**src/rtl/sha3_miner_csr.sv**
```systemverilog
// -----------------------------------------------------------------------------
// sha3_miner_csr
//
// Avalon-MM control/status slave that configures and sequences the
// sha3_256_miner engine from the HPS lightweight bridge. It holds the header,
// difficulty, start nonce and pad configuration. It walks the miner through a
// run-low drop window before each (re)start, captures the reported solution
// on the rising edge of m_irq, and raises a maskable, registered interrupt.
//
// Optional feature macro: SHA3_MINER_CSR_CYCLE_CNT_EN
//   Defined   : 64-bit RUN-cycle counter with hi shadow at word addresses 24/25.
//   Undefined : no counter logic; addresses 24/25 read 0.
//
// Ports
//   clk, rst        : clock; synchronous active-high reset
//   avs_address     : word address (5 bits)
//   avs_read        : read strobe; avs_readdata valid the following cycle
//   avs_write       : write strobe; takes effect the following cycle
//   avs_writedata   : write data
//   avs_readdata    : registered read data
//   avs_irq         : interrupt to HPS (irq_status & irq_enable, registered)
//   m_header        : 256-bit header to miner
//   m_difficulty    : 256-bit difficulty to miner
//   m_start_nonce   : 64-bit start nonce to miner
//   m_control       : {padf[7:0], padl[7:0], halt, test, run} to miner
//   m_solution      : solution nonce from miner
//   m_status        : miner status, mirrored in STATUS[6:0]
//   m_irq           : miner "found" flag; its rising edge is the capture event
//   m_bsy           : miner busy, mirrored in STATUS[9]
//
// Bus handshake: Avalon-MM without waitrequest. A cycle with avs_write high is
// one accepted write; a cycle with avs_read high is one accepted read whose
// data is presented on avs_readdata exactly one cycle later and held until the
// next read. Strobes are never stalled.
//
// The FSM state is visible to software and checkers through STATUS[8:7].
// -----------------------------------------------------------------------------
module sha3_miner_csr #(
    // Run-low window before a (re)start; at least 3 so the miner's two-flop
    // control synchronizer sees run low long enough to reset itself.
    parameter int DROP_CYCLES = 4
) (
    input  logic         clk,
    input  logic         rst,
    input  logic [4:0]   avs_address,
    input  logic         avs_read,
    input  logic         avs_write,
    input  logic [31:0]  avs_writedata,
    output logic [31:0]  avs_readdata,
    output logic         avs_irq,
    output logic [255:0] m_header,
    output logic [255:0] m_difficulty,
    output logic [63:0]  m_start_nonce,
    output logic [18:0]  m_control,
    input  logic [63:0]  m_solution,
    input  logic [6:0]   m_status,
    input  logic         m_irq,
    input  logic         m_bsy
);

    localparam int CNT_W = $clog2(DROP_CYCLES + 1);

    localparam logic [4:0] A_NONCE_LO = 5'd16;
    localparam logic [4:0] A_NONCE_HI = 5'd17;
    localparam logic [4:0] A_CONFIG   = 5'd18;
    localparam logic [4:0] A_CMD      = 5'd19;
    localparam logic [4:0] A_STATUS   = 5'd20;
    localparam logic [4:0] A_SOL_LO   = 5'd21;
    localparam logic [4:0] A_SOL_HI   = 5'd22;
    localparam logic [4:0] A_IRQ      = 5'd23;
`ifdef SHA3_MINER_CSR_CYCLE_CNT_EN
    localparam logic [4:0] A_CYC_LO   = 5'd24;
    localparam logic [4:0] A_CYC_HI   = 5'd25;
`endif

    typedef enum logic [1:0] {
        S_IDLE = 2'd0,
        S_DROP = 2'd1,
        S_RUN  = 2'd2,
        S_DONE = 2'd3
    } state_t;

    state_t           state_q;
    state_t           state_n;
    logic [CNT_W-1:0] drop_cnt_q;

    logic [255:0] header_q;
    logic [255:0] difficulty_q;
    logic [63:0]  nonce_q;
    logic [16:0]  config_q;        // [0] test, [8:1] padl, [16:9] padf

    logic         halt_q;
    logic         halted_q;
    logic         irq_status_q;
    logic         irq_enable_q;
    logic         m_irq_d;
    logic         avs_irq_q;
    logic [63:0]  solution_q;
    logic [31:0]  sol_hi_shadow_q;
    logic [31:0]  rdata_q;
    logic [31:0]  rd_data;

    // Bus decode
    logic wr_cmd;
    logic cmd_start;
    logic cmd_stop;
    logic cmd_halt;
    logic wr_w1c;
    logic capture;
    logic cfg_wr_ok;

    // FSM side effects
    logic drop_load;
    logic do_capture;
    logic irq_clear;
    logic halt_set;

    assign wr_cmd = avs_write && (avs_address == A_CMD);

    // One command per write: stop beats start beats halt.
    assign cmd_stop  = wr_cmd && avs_writedata[1];
    assign cmd_start = wr_cmd && avs_writedata[0] && !avs_writedata[1];
    assign cmd_halt  = wr_cmd && avs_writedata[2] && !avs_writedata[1] && !avs_writedata[0];

    assign wr_w1c  = avs_write && (avs_address == A_IRQ) && avs_writedata[1];
    assign capture = m_irq && !m_irq_d;

    // Miner-facing configuration may only change while the miner is not
    // actively hashing (IDLE) or is frozen on a result (DONE).
    assign cfg_wr_ok = (state_q == S_IDLE) || (state_q == S_DONE);

    // -------------------------------------------------------------------------
    // FSM
    // -------------------------------------------------------------------------
    always_ff @(posedge clk) begin
        if (rst) begin
            state_q    <= S_IDLE;
            drop_cnt_q <= '0;
        end else begin
            state_q <= state_n;
            if (drop_load) begin
                drop_cnt_q <= CNT_W'(DROP_CYCLES - 1);
            end else if (state_q == S_DROP && drop_cnt_q != '0) begin
                drop_cnt_q <= drop_cnt_q - CNT_W'(1);
            end
        end
    end

    always_comb begin
        state_n    = state_q;
        drop_load  = 1'b0;
        do_capture = 1'b0;
        irq_clear  = 1'b0;
        halt_set   = 1'b0;
        case (state_q)
            S_IDLE: begin
                if (cmd_start) begin
                    state_n   = S_DROP;
                    drop_load = 1'b1;
                end
            end
            S_DROP: begin
                if (cmd_stop) begin
                    state_n = S_IDLE;
                end else if (cmd_start) begin
                    drop_load = 1'b1;
                end else if (drop_cnt_q == '0) begin
                    state_n = S_RUN;
                end
            end
            S_RUN: begin
                // A stop or restart in the capture cycle discards the result.
                if (cmd_stop) begin
                    state_n = S_IDLE;
                end else if (cmd_start) begin
                    state_n   = S_DROP;
                    drop_load = 1'b1;
                end else if (capture) begin
                    state_n    = S_DONE;
                    do_capture = 1'b1;
                end else if (cmd_halt) begin
                    halt_set = 1'b1;
                end
            end
            S_DONE: begin
                // run and halt stay as they were so the miner holds its result.
                if (cmd_start) begin
                    state_n   = S_DROP;
                    drop_load = 1'b1;
                    irq_clear = 1'b1;
                end else if (wr_w1c) begin
                    state_n   = S_IDLE;
                    irq_clear = 1'b1;
                end
            end
            default: state_n = S_IDLE;
        endcase
    end

    // -------------------------------------------------------------------------
    // Configuration registers
    // -------------------------------------------------------------------------
    always_ff @(posedge clk) begin
        if (rst) begin
            header_q     <= '0;
            difficulty_q <= '0;
            nonce_q      <= '0;
            config_q     <= '0;
        end else if (avs_write && cfg_wr_ok) begin
            for (int i = 0; i < 8; i++) begin
                if (avs_address == 5'(i))     header_q[i*32 +: 32]     <= avs_writedata;
                if (avs_address == 5'(i + 8)) difficulty_q[i*32 +: 32] <= avs_writedata;
            end
            if (avs_address == A_NONCE_LO) nonce_q[31:0]  <= avs_writedata;
            if (avs_address == A_NONCE_HI) nonce_q[63:32] <= avs_writedata;
            if (avs_address == A_CONFIG)   config_q       <= avs_writedata[16:0];
        end
    end

    // -------------------------------------------------------------------------
    // Halt, capture and interrupt
    // -------------------------------------------------------------------------
    always_ff @(posedge clk) begin
        if (rst) begin
            halt_q       <= 1'b0;
            halted_q     <= 1'b0;
            irq_status_q <= 1'b0;
            irq_enable_q <= 1'b0;
            m_irq_d      <= 1'b0;
            avs_irq_q    <= 1'b0;
            solution_q   <= '0;
        end else begin
            m_irq_d   <= m_irq;
            avs_irq_q <= irq_status_q && irq_enable_q;

            // Halt is dropped whenever the miner is sent back through run-low.
            if (state_n == S_IDLE || state_n == S_DROP) begin
                halt_q <= 1'b0;
            end else if (halt_set) begin
                halt_q <= 1'b1;
            end

            if (do_capture) begin
                solution_q   <= m_solution;
                halted_q     <= halt_q;
                irq_status_q <= 1'b1;
            end else if (irq_clear) begin
                irq_status_q <= 1'b0;
            end

            if (avs_write && avs_address == A_IRQ) begin
                irq_enable_q <= avs_writedata[0];
            end
        end
    end

    // Reading the solution lo half freezes the hi half for the following read.
    always_ff @(posedge clk) begin
        if (rst) begin
            sol_hi_shadow_q <= '0;
        end else if (avs_read && avs_address == A_SOL_LO) begin
            sol_hi_shadow_q <= solution_q[63:32];
        end
    end

`ifdef SHA3_MINER_CSR_CYCLE_CNT_EN
    // -------------------------------------------------------------------------
    // RUN-cycle counter
    // -------------------------------------------------------------------------
    logic [63:0] cyc_q;
    logic [31:0] cyc_hi_shadow_q;

    always_ff @(posedge clk) begin
        if (rst) begin
            cyc_q           <= '0;
            cyc_hi_shadow_q <= '0;
        end else begin
            if (drop_load) begin
                cyc_q <= '0;
            end else if (state_q == S_RUN) begin
                cyc_q <= cyc_q + 64'd1;
            end
            if (avs_read && avs_address == A_CYC_LO) begin
                cyc_hi_shadow_q <= cyc_q[63:32];
            end
        end
    end
`endif

    // -------------------------------------------------------------------------
    // Read path
    // -------------------------------------------------------------------------
    always_comb begin
        rd_data = '0;
        if (avs_address[4:3] == 2'b00) begin
            rd_data = header_q[{avs_address[2:0], 5'd0} +: 32];
        end else if (avs_address[4:3] == 2'b01) begin
            rd_data = difficulty_q[{avs_address[2:0], 5'd0} +: 32];
        end else begin
            case (avs_address)
                A_NONCE_LO: rd_data = nonce_q[31:0];
                A_NONCE_HI: rd_data = nonce_q[63:32];
                A_CONFIG:   rd_data = {15'd0, config_q};
                A_STATUS:   rd_data = {19'd0, halted_q, irq_enable_q, irq_status_q,
                                       m_bsy, state_q, m_status};
                A_SOL_LO:   rd_data = solution_q[31:0];
                A_SOL_HI:   rd_data = sol_hi_shadow_q;
                A_IRQ:      rd_data = {30'd0, irq_status_q, irq_enable_q};
`ifdef SHA3_MINER_CSR_CYCLE_CNT_EN
                A_CYC_LO:   rd_data = cyc_q[31:0];
                A_CYC_HI:   rd_data = cyc_hi_shadow_q;
`endif
                default:    rd_data = '0;
            endcase
        end
    end

    always_ff @(posedge clk) begin
        if (rst) begin
            rdata_q <= '0;
        end else if (avs_read) begin
            rdata_q <= rd_data;
        end
    end

    // -------------------------------------------------------------------------
    // Outputs
    // -------------------------------------------------------------------------
    assign avs_readdata  = rdata_q;
    assign avs_irq       = avs_irq_q;
    assign m_header      = header_q;
    assign m_difficulty  = difficulty_q;
    assign m_start_nonce = nonce_q;
    assign m_control     = {config_q[16:9], config_q[8:1], halt_q, config_q[0],
                            (state_q == S_RUN) || (state_q == S_DONE)};

endmodule
```
**config.mk**
```make
export PLATFORM = sky130hd
export DESIGN_NAME = sha3_miner_csr
export DESIGN_NICKNAME = d
export VERILOG_FILES = /design/src/rtl/sha3_miner_csr.sv
export SDC_FILE = /design/constraint.sdc
export NUM_CORES = 2
export LEC_CHECK = 0
export CORE_AREA = 5 5 284 286
export DETAILED_ROUTE_END_ITERATION = 10
export DIE_AREA = 0 0 289 291
export PLACE_DENSITY = 0.66
export SKIP_CTS_REPAIR_TIMING = 1
export SLEW_MARGIN = 10
export SYNTH_ARGS = -nofsm -noshare
export SYNTH_HDL_FRONTEND = slang
export SYNTH_SLANG_ARGS = --single-unit
```
**constraint.sdc**
```tcl
create_clock -name clk -period 3.15 [get_ports clk]
set_input_delay 0.63 -clock clk [delete_from_list [all_inputs] [get_ports clk]]
set_output_delay 0.63 -clock clk [all_outputs]
set_load 0.01 [all_outputs]
```
==> metrics.md <==
| Metric | Value |
|---|---|
| Residual DRC | `0` |
| NetSw | `roughly 5.1 mW` |
| TritonCTS clock tree | `built` |
| CTS Buf Count | `80` |
| Die Span X | `just under 300 µm` |
| EDFF count, synth | `0` |
| Cell variety after synth | `63` |
| Comb power frac | `7.0%` |
| Vias in the first global route | `between 20000 and 30000` |
| Hpwl dp | `about 110 mm` |
| Boundary pin count | `about 740` |
| Status | `complete, no violations` |
| Core Area | `0.0781 mm²` |
| Least-Margin Pin Slew | `~0.86 ns` |
| Clk Latency, worst-skew pair | `roughly 0.64 ns` |
| Setup Viol. Count Final | `0` |
| Post-DRT Antenna Nets | `0` |
| PwrDens | `roughly 490 mW/mm²` |
| Die area | `roughly 0.084 mm²` |
| Drt pass-1 iters | `8` |
| Sequential share of power | `between 40 and 50%` |
| Pwr Total | `21.1 mW` |
| Fin cells | `5557` |
| Critical Path Fanout Max | `6` |
| Main synth FF type | `dfxtp_1` |
| All-Layer GR Usage | `about a third` |
| Sequential area share after synthesis | `a little under half` |
| Nets@finish | `4560` |
| Max transition margin | `a little over two fifths` |
| Worst path arrival time | `between 2 and 2.5 ns` |
| CTS HTree Levels | `3` |
| Leak Pwr | `14.0 nW` |
| CTS clock-pin slew for the worst setup and hold paths | `around 0.06 ns` |
| FFs w/ async S/R, synth | `0%` |
| Routed WL | `about 150 mm` |
| CTS max path bufs | `3` |
| Routed vias/inst | `around 5.7` |
| Maximum clock rate | `between 0.3 and 0.4 GHz` |
| Port Buf Inserts | `741` |
| Internal power | `16.0 mW` |
| Layout cells sized above 1 | `about a tenth` |
| Syn Area/Cell | `between 8 and 9 µm²` |
| Hold Path Class | `in -> reg` |
| Initial Util | `around two fifths` |
| Vias | `approximately 32000` |
| Post-synthesis register bit count | `approximately 730` |
| Max Cap Viol | `0` |
| Tcrit/Tclk final | `around 93%` |
| Minimum clock period | `a little under 3 ns` |
| Area after DPL | `0.0400 mm²` |
| Count of pins over their slew limit | `0` |
| CP Capture Type | `primary output` |
| Setup TNS | `0 ns` |
| GPL Wtd Cong | `between 0.9 and 1` |
| Final core utilization | `roughly 55%` |
| Hold depth | `2` |
| Syn Inst Count | `around 3800` |
| Average wire per standard cell | `around 27 µm` |
| Reg2reg path depth | `9` |
| Die height | `between 200 and 300 µm` |
| Worst path required time | `~2.5 ns` |
| Largest net degree at the start of global routing | `172` |
| Synth Net Count | `~3900` |
| Synth warn | `0` |
| Clk network pwr share | `about half` |
| Crit path launch type | `register` |
| Switching power as a share of total power | `24.1%` |
| Clock Skew | `0.0271 ns` |
| Dpl cells | `between 5000 and 6000` |
| First-pass GRT wire length | `214 mm` |
| DR iter-0 viols | `between 3000 and 4000` |
| Final Hold Fails | `0` |
| Finished Cell Area | `~0.043 mm²` |
| Critical path type | `reg -> out` |
| Mapped Area | `between 0.03 and 0.04 mm²` |
| Root buf cell | `clkbuf_16` |
| P&R area growth vs syn | `38.6%` |
| RSZ-0062 raised after global routing | `false` |
| GRT overflow | `0` |
| Max IR drop VDD | `0.000376 V` |
| Clk sink count | `732` |
| Num rows | `around 100` |
| Antenna violations before repair | `2` |
==> cell usage in the layout (no fill, tap or decap), types with 6 or more instances in the layout <==
cell type	count
nand2_1	1503
clkdlybuf4s50_1	736
dfxtp_1	732
a21oi_1	706
buf_4	127
mux4_2	120
clkbuf_16	81
nor2_1	53
buf_12	45
a22oi_1	37
mux2i_1	28
o21ai_0	21
a222oi_1	18
and3_1	16
a311oi_1	16
clkbuf_8	16
clkinv_2	15
clkbuf_1	14
nand3_1	13
inv_1	12
nand4_1	12
bufinv_16	12
nor2b_1	11
a211oi_1	11
nor3_1	11
a31oi_1	9
mux2_2	9
nor4_4	7
o21bai_1	7
ha_1	6
==> cells by family after synthesis <==
group / Yosys count / synth area share (%)
xor gates and xnor gates: 1 / 0.0283
and+or+nand+nor: 1676 / 21.6
buffers and inverters: 375 / 5.38
DFF: 732 / 47.4
adders and majority gates: 6 / 0.243
AOI/OAI and AO/OA: 861 / 15.3
muxes: 157 / 9.98
==> layout make-up <==
class	count	area [µm²]
antenna	2	5.00
sequential	732	14700
clock inverter	37	553
clock buffer	110	2290
tap	1050	1310
multi-input combinational	2701	14700
inverter	13	48.8
fill	7198	35300
timing repair buffer	912	9270
==> path summary, 6_finish.rpt <==
| kind | startpoint | endpoint | slack (ns) |
|---|---|---|---|
| setup / recovery | state_q[0] | m_control[0] | 0.23 |
| hold / removal | rst | m_difficulty[206] | 0.43 |
| setup reg to reg | state_q[1] | m_header[197] | 0.58 |
| hold reg to reg | solution_q[63] | sol_hi_shadow_q[31] | 0.45 |
==> metrics by stage <==
stage          hold slack, ns  worst slack, ns
6_report                0.430            0.233
5_1_grt                 0.443            0.161
4_1_cts                 0.407            0.215
3_5_place_dp            0.445            0.250
3_3_place_gp            0.441            0.282
2_1_floorplan           0.432            0.979
==> critical path, cell delays in order (launching register included) <==
cell,delay [ns]
dfxtp_1,0.46
inv_1,0.11
ha_1,0.27
or2_2,0.33
clkdlybuf4s50_1,0.49
==> flip-flops by register name, summed over array words and instances (netlist names), 3 cells and up <==
register and flops:
avs_readdata 32, m_header 256, m_difficulty 256, config_q 17, drop_cnt_q 3, m_start_nonce 64, sol_hi_shadow_q 32, solution_q 64
==> Yosys cell counts (3+ instances only) <==
master | instances | area [µm²]
mux2i_1 | 28 | 280
buf_2 | 95 | 475
nor3_1 | 11 | 55.1
dfxtp_1 | 732 | 14700
buf_4 | 28 | 210
nand2b_1 | 5 | 31.3
nand2_1 | 1504 | 5650
nand3_1 | 13 | 65.1
o31ai_1 | 5 | 37.5
a21oi_1 | 706 | 3530
mux2_2 | 9 | 101
nor3_2 | 8 | 80.1
o21bai_1 | 7 | 52.6
buf_6 | 4 | 45.0
a2111oi_0 | 3 | 26.3
clkbuf_1 | 232 | 871
a311oi_1 | 16 | 140
a31oi_1 | 9 | 56.3
nor4b_1 | 5 | 43.8
a222oi_1 | 18 | 180
a22oi_1 | 37 | 278
a221oi_1 | 5 | 43.8
mux4_2 | 120 | 2700
nand4_1 | 12 | 75.1
nor4_2 | 5 | 62.6
o2111a_1 | 3 | 33.8
nor2_1 | 60 | 225
a211oi_1 | 11 | 82.6
ha_1 | 6 | 75.1
and3_1 | 16 | 100
nor3b_1 | 3 | 22.5
and2_1 | 6 | 37.5
o21ai_0 | 21 | 105
nor2b_1 | 12 | 75.1
inv_1 | 12 | 45.0
buf_1 | 3 | 11.3
a22o_1 | 3 | 26.3
o31a_1 | 4 | 35.0
==> power by group through the flow <==
stage / Sequential (mW) / Clock (mW) / Combinational (mW)
2_1_floorplan: 9.62 / 0 / 0.665
3_5_place_dp: 9.61 / 0 / 1.46
4_1_cts: 9.41 / 10.2 / 1.47
6_report: 9.41 / 10.2 / 1.48
3_3_place_gp: 9.61 / 0 / 1.46
5_1_grt: 9.41 / 10.6 / 1.54
==> metal layers <==
metal | vias up | global-route usage (%) | share of wire, %
met5 | - | 0 | 0.0086
met4 | 2 | 22.6 | 8.2
met3 | 425 | 6.66 | 8.9
met2 | 1802 | 56.0 | 47
met1 | 15311 | 41.4 | 36
li1 | 14059 | - | -
Power figures use the tool's default switching activity.
